## config.mk

```make
export PLATFORM = sky130hd
export DESIGN_NAME = seq_addsub_flat
export DESIGN_NICKNAME = d
export VERILOG_FILES = /design/src/rtl/addsub_pkg.sv /design/src/rtl/seq_addsub_if.sv /design/src/rtl/seq_addsub_chunk_adder.sv /design/src/rtl/seq_addsub.sv /design/src/flat_wrapper.sv
export SDC_FILE = /design/constraint.sdc
export NUM_CORES = 1
export LEC_CHECK = 0
export BUFFER_PORTS_ARGS = -buffer_cell sky130_fd_sc_hd__buf_2
export CORE_ASPECT_RATIO = 0.8
export CORE_MARGIN = 1.5
export CORE_UTILIZATION = 60
export DETAILED_ROUTE_END_ITERATION = 8
export PLACE_DENSITY_LB_ADDON = 0.2
export SETUP_SLACK_MARGIN = 0.02
export SYNTH_ARGS = -nofsm -noshare
export SYNTH_HDL_FRONTEND = slang
export SYNTH_SLANG_ARGS = --single-unit
```

## constraint.sdc

```tcl
create_clock -name clk -period 4.6 [get_ports clk]
set_input_delay 0.46 -clock clk [delete_from_list [all_inputs] [get_ports clk]]
set_output_delay 0.46 -clock clk [all_outputs]
set_load 0.02 [all_outputs]
```

## src/rtl/addsub_pkg.sv

```systemverilog
// Shared types and sizing helpers for the sequential adder/subtractor.
package addsub_pkg;

  typedef enum logic [1:0] {
    IDLE = 2'd0,
    RUN  = 2'd1,
    DONE = 2'd2
  } state_e;

  localparam logic OP_ADD = 1'b0;
  localparam logic OP_SUB = 1'b1;

  function automatic int nchunk_f(input int width, input int chunk);
    return width / chunk;
  endfunction

  // Slice index needs at least one bit even when the whole word is one slice.
  function automatic int idx_w_f(input int nchunk);
    return (nchunk > 1) ? $clog2(nchunk) : 1;
  endfunction

endpackage

```

## src/rtl/seq_addsub_if.sv

```systemverilog
// Start/done handshake and operand/result bus of the sequential adder/subtractor.
interface seq_addsub_if #(
  parameter int WIDTH = 16
);
  logic             start;
  logic             sub;
  logic [WIDTH-1:0] a;
  logic [WIDTH-1:0] b;
  logic             busy;
  logic             done;
  logic [WIDTH-1:0] sum;
  logic             cout;
  logic             ovf;

  modport master (
    output start, sub, a, b,
    input  busy, done, sum, cout, ovf
  );

  modport slave (
    input  start, sub, a, b,
    output busy, done, sum, cout, ovf
  );
endinterface

```

## src/rtl/seq_addsub_chunk_adder.sv

```systemverilog
// Combinational CHUNK-bit ripple adder; also exposes the carry into its MSB
// so the caller can derive two's-complement overflow.
module chunk_adder #(
  parameter int CHUNK = 4
) (
  input  logic [CHUNK-1:0] a,
  input  logic [CHUNK-1:0] b,
  input  logic             ci,
  output logic [CHUNK-1:0] s,
  output logic             co,
  output logic             cmsb
);

  logic [CHUNK:0] c_s;

  assign c_s[0] = ci;

  for (genvar i = 0; i < CHUNK; i++) begin : g_fa
    assign s[i]     = a[i] ^ b[i] ^ c_s[i];
    assign c_s[i+1] = (a[i] & b[i]) | (c_s[i] & (a[i] ^ b[i]));
  end

  assign co   = c_s[CHUNK];
  assign cmsb = c_s[CHUNK-1];

endmodule

```

## src/rtl/seq_addsub.sv

```systemverilog
// Multi-cycle adder/subtractor: one CHUNK-bit slice per clock through a narrow
// ripple adder with a registered carry; start/done handshake on the bus.
module seq_addsub
  import addsub_pkg::*;
#(
  parameter int WIDTH = 16,
  parameter int CHUNK = 4
) (
  input logic         clk,
  input logic         rst_n,
  seq_addsub_if.slave bus
);

  localparam int NCHUNK = nchunk_f(WIDTH, CHUNK);
  localparam int IDX_W  = idx_w_f(NCHUNK);

  if ((CHUNK < 1) || ((WIDTH % CHUNK) != 0)) begin : g_bad_chunk
    $error("seq_addsub: WIDTH must be a positive multiple of CHUNK");
  end

  state_e             state_r;
  logic [IDX_W-1:0]   idx_r;
  logic               carry_r;
  logic [WIDTH-1:0]   opa_r;
  logic [WIDTH-1:0]   opb_r;
  logic [WIDTH-1:0]   part_r;
  logic [WIDTH-1:0]   sum_r;
  logic               cout_r;
  logic               ovf_r;
  logic               busy_r;
  logic               done_r;

  logic [CHUNK-1:0]   slice_a_s;
  logic [CHUNK-1:0]   slice_b_s;
  logic [CHUNK-1:0]   slice_sum_s;
  logic               slice_co_s;
  logic               slice_cm_s;
  logic               last_s;
  logic [WIDTH-1:0]   full_s;

  assign slice_a_s = opa_r[int'(idx_r)*CHUNK +: CHUNK];
  assign slice_b_s = opb_r[int'(idx_r)*CHUNK +: CHUNK];
  assign last_s    = (idx_r == IDX_W'(NCHUNK - 1));

  chunk_adder #(.CHUNK(CHUNK)) u_chunk (
    .a    (slice_a_s),
    .b    (slice_b_s),
    .ci   (carry_r),
    .s    (slice_sum_s),
    .co   (slice_co_s),
    .cmsb (slice_cm_s)
  );

  // Partial sum with the slice being computed this cycle merged in.
  always_comb begin
    full_s = part_r;
    full_s[int'(idx_r)*CHUNK +: CHUNK] = slice_sum_s;
  end

  // Control FSM, slice datapath registers and result registers.
  always_ff @(posedge clk or negedge rst_n) begin
    if (!rst_n) begin
      state_r <= IDLE;
      idx_r   <= '0;
      carry_r <= 1'b0;
      opa_r   <= '0;
      opb_r   <= '0;
      part_r  <= '0;
      sum_r   <= '0;
      cout_r  <= 1'b0;
      ovf_r   <= 1'b0;
      busy_r  <= 1'b0;
      done_r  <= 1'b0;
    end else begin
      case (state_r)
        IDLE, DONE: begin
          done_r <= 1'b0;
          if (bus.start) begin
            opa_r   <= bus.a;
            opb_r   <= (bus.sub == OP_SUB) ? ~bus.b : bus.b;
            carry_r <= bus.sub;
            idx_r   <= '0;
            busy_r  <= 1'b1;
            state_r <= RUN;
          end else begin
            state_r <= IDLE;
          end
        end
        RUN: begin
          part_r[int'(idx_r)*CHUNK +: CHUNK] <= slice_sum_s;
          carry_r <= slice_co_s;
          if (last_s) begin
            // Results move only here, so they hold through the next RUN.
            sum_r   <= full_s;
            cout_r  <= slice_co_s;
            ovf_r   <= slice_co_s ^ slice_cm_s;
            idx_r   <= '0;
            busy_r  <= 1'b0;
            done_r  <= 1'b1;
            state_r <= DONE;
          end else begin
            idx_r   <= idx_r + IDX_W'(1);
          end
        end
        default: begin
          idx_r   <= '0;
          busy_r  <= 1'b0;
          done_r  <= 1'b0;
          state_r <= IDLE;
        end
      endcase
    end
  end

  assign bus.busy = busy_r;
  assign bus.done = done_r;
  assign bus.sum  = sum_r;
  assign bus.cout = cout_r;
  assign bus.ovf  = ovf_r;

endmodule

```

## src/flat_wrapper.sv

```systemverilog
// flat-port wrapper written by rule: the top's interface ports become plain ports
module seq_addsub_flat import addsub_pkg::*;
#(
  parameter int WIDTH = 16,
  parameter int CHUNK = 4
)
  (clk, rst_n, bus_start, bus_sub, bus_a, bus_b, bus_busy, bus_done, bus_sum, bus_cout, bus_ovf);
  seq_addsub_if #(.WIDTH(WIDTH)) bus_i ();
  input logic clk;
  input logic rst_n;
  input wire logic [$bits(bus_i.start)-1:0] bus_start;
  input wire logic [$bits(bus_i.sub)-1:0] bus_sub;
  input wire logic [$bits(bus_i.a)-1:0] bus_a;
  input wire logic [$bits(bus_i.b)-1:0] bus_b;
  output wire logic [$bits(bus_i.busy)-1:0] bus_busy;
  output wire logic [$bits(bus_i.done)-1:0] bus_done;
  output wire logic [$bits(bus_i.sum)-1:0] bus_sum;
  output wire logic [$bits(bus_i.cout)-1:0] bus_cout;
  output wire logic [$bits(bus_i.ovf)-1:0] bus_ovf;
  assign bus_i.start = bus_start;
  assign bus_i.sub = bus_sub;
  assign bus_i.a = bus_a;
  assign bus_i.b = bus_b;
  assign bus_busy = bus_i.busy;
  assign bus_done = bus_i.done;
  assign bus_sum = bus_i.sum;
  assign bus_cout = bus_i.cout;
  assign bus_ovf = bus_i.ovf;
  seq_addsub #(.WIDTH(WIDTH), .CHUNK(CHUNK)) u_core (.clk(clk), .rst_n(rst_n), .bus(bus_i));
endmodule
```

==> metrics.yaml <==
wl_per_cell_um: 16.4
worstPathCellList: "mux4_2 -> inv_1 -> fa_1 -> inv_1 -> fa_1 -> inv_1 -> fa_1 -> inv_1 -> fa_1 -> a21oi_1 -> a21oi_1"
grt_usage_pct: 24.1
ioPinCount: 56
grt_pass1_vias: 2172
p_int_w: 0.00197
crit_path_start_kind: "flip-flop"
status: "finished, final reports clean"
die_area_mm2: 0.00641
dr.pass1.iters: 4
core_region_area_mm2: 0.00559
num_antenna_cells: 0
cts_tree: "built"
synth_area_mm2: 0.00356
antenna_found_initial: 0
cts_buffer_depth: 2
power.density_mw_per_mm2: 824
multi_input_comb_area_mm2: 0.00155
globalRouteOverflowTotal: 0
ant_nets: 0
cp.arrival_ps: 3760
worstPathMaxFanout: 19
fin_cells: 423
die_h_um: 71.9
grt_pass1_wl_um: 11300
dp_hpwl_um: 4900
comb_power_share_pct: 49.0
yosysWarnings: 0
synth_edf_count: 0
dp_cells: 407
p_leak_nw: 1.87
netlist_instances: 294
grt_max_degree: 51
tightest_slew_ps: 1150
cp_slowest_stage_delay_ps: 860
slowest_stage: "dfrtp_1"
critical_path_buf_inv_count: 4
fillCellCount: 402
cts_buffers: 9
clock-sinks: 72
critical_path_class: "reg -> reg"
drc: 0
h-tree-depth: 3
cts_root_buffer: "clkbuf_8"
cts_setup_buffers: 0
io_buffers: 55
post_cts_resized: 0
hold_class: "in -> async"
p_seq_share_pct: 34.6
p_switching_w: 0.00133
layout_setup_ws_ps: 1120
maxSlewHeadroom_pct: 22.6
drive_gt1_share_pct: 28.4
row_count: 24
tns_ps: 0
worst_ir_drop_vdd_mv: 0.419
vias: 2327
switching_share_pct: 40.3
globalplace.congestion: 0.800
syn2layout_area_growth_pct: 12.3
clk-insertion-delay-late_ps: 340
pwr-share-clk_pct: 16.4
ys.flop_type: "dfrtp_1"
fmax_ghz: 0.287
synthArstFlopShare_pct: 100
clock_skew_ps: 4.86
fp.dieW_um: 89.2
regArea_mm2: 0.00180
setup_viol: 0
clk_pin_slew_ps: 70
viasPerCell: 5.50
dp_slack_ps: 1130
crit_family: "adder cells"
synth.distinct_cells: 35
cap_viol_max_count: 0
finalCritPeriodShare_pct: 75.8
drt_wl_total_um: 6950
drt_iter0_drc: 178
drv_slew: 0
fin_crit_ps: 3480
whs_ps: 197
cts_hold_buf: 0
synth.net_count: 340
hold_viol: 0
syn_area_per_cell_um2: 12.1
rsz0062_at_grt: "no"
synth_seq_area_share_pct: 50.6
crit_required_ps: 4880
ys_ff_latch: 72
start_util_pct: 63.8
final_nets: 386
endpoint_kind: "flip-flop"
power groups by stage:
stage	logic [W]	clock network, W	registers (W)
after floorplan	0.00118	0	0.00116
after global placement	0.00156	0	0.00113
after detailed placement	0.00160	0	0.00114
after CTS	0.00161	0.000553	0.00114
after global routing	0.00177	0.000575	0.00118
final	0.00162	0.000541	0.00114
final cells by class:
| cell class | count | area share [%] |
|---|---|---|
| multi-input combinational | 188 | 38.8 |
| clock inverter | 3 | 1.63 |
| timing repair buffer | 57 | 7.25 |
| sequential | 72 | 45.0 |
| inverter | 12 | 1.13 |
| tap | 78 | 2.44 |
| clock buffer | 13 | 3.72 |
state kept, by name (all words and copies together), names as in the netlist, 2 cells and up:
name,cells
u_core.bus.sum,16
u_core.idx_r,2
u_core.opa_r,16
u_core.opb_r,16
u_core.part_r,16
u_core.state_r,2
placed cells by master, fill, tap and decap left out, drive strengths merged, types with 4 or more instances in the layout:
master and count:
buf 57, a21oi 16, fa 4, o21ai 19, mux2 18, a32o 8
mux4 8, dfrtp 72, nor2b 8, xnor2 17, a22o 8, nand2 23
clkbuf 13, a31oi 6, nor2 18, inv 12, ha 6, nand2b 14
cells by family after synthesis:
logic type	synth area share [%]
AND/OR/NAND/NOR	10.3
AO/OA/AOI/OAI	11.6
XOR/XNOR	4.18
multiplexers	12.9
buffers and inverters	6.07
adder cells (fa/ha/maj)	4.35
flip-flops	50.6
per-layer routing:
| metal | track usage (%) | part of all wire, % |
|---|---|---|
| met3 | 6.60 | 6.1 |
| met2 | 31.3 | 43 |
| met4 | 8.55 | 1.1 |
| met1 | 38.8 | 49 |
| met5 | 0 | 0 |
path summary, 6_finish.rpt:
kind / endpoint / slack (ps) / depth (start not counted) / from
setup / recovery: u_core.bus.sum[3] / 1120 / 11 / u_core.idx_r[0]
max in group asynchronous: u_core.bus.cout / 3420 / 2 / rst_n
min in group clk: u_core.opa_r[12] / 340 / 2 / bus_a[12]
setup reg to reg: u_core.bus.sum[3] / 1120 / 11 / u_core.idx_r[0]
hold reg to reg: u_core.opb_r[2] / 470 / 2 / u_core.opb_r[2]
hold / removal: u_core.opb_r[4] / 200 / 1 / rst_n
through the flow:
| step | power, W | util (%) | cell area, um2 |
|---|---|---|---|
| after floorplan | 0.00234 | - | 3560 |
| after global placement | 0.00269 | 67.7 | 3780 |
| after detailed placement | 0.00274 | 67.7 | 3780 |
| after CTS | 0.00330 | 71.6 | 4000 |
| after global routing | 0.00353 | 71.7 | 4000 |
| final | 0.00330 | 71.7 | 4000 |
worst register-to-register path: stages (launching register included):
cell and delay (ps):
dfrtp_1 860, mux4_2 620, inv_1 90, fa_1 160, inv_1 50, fa_1 340, inv_1 70, fa_1 200
inv_1 60, fa_1 680, a21oi_1 110, a21oi_1 170
Yosys cell counts (2+ instances only):
master	instances	area, um2
dfrtp_1	72	1800
nand2_1	23	86.3
nor2_1	18	67.6
o21ai_0	18	90.1
xnor2_1	17	149
a21oi_1	16	80.1
mux2_4	16	240
nand2b_1	14	87.6
inv_1	12	45.0
buf_2	9	45.0
a22o_1	8	70.1
a32o_1	8	80.1
nor2b_1	8	50.1
a31oi_1	6	37.5
buf_4	6	45.0
ha_1	6	75.1
mux4_2	6	135
buf_6	5	56.3
fa_1	4	80.1
mux2_2	2	22.5
mux4_1	2	52.6
nor4bb_1	2	20.0
o21a_1	2	15.0
o221ai_1	2	17.5
o32ai_1	2	17.5
Note: power is estimated with default switching activity, not from simulation.
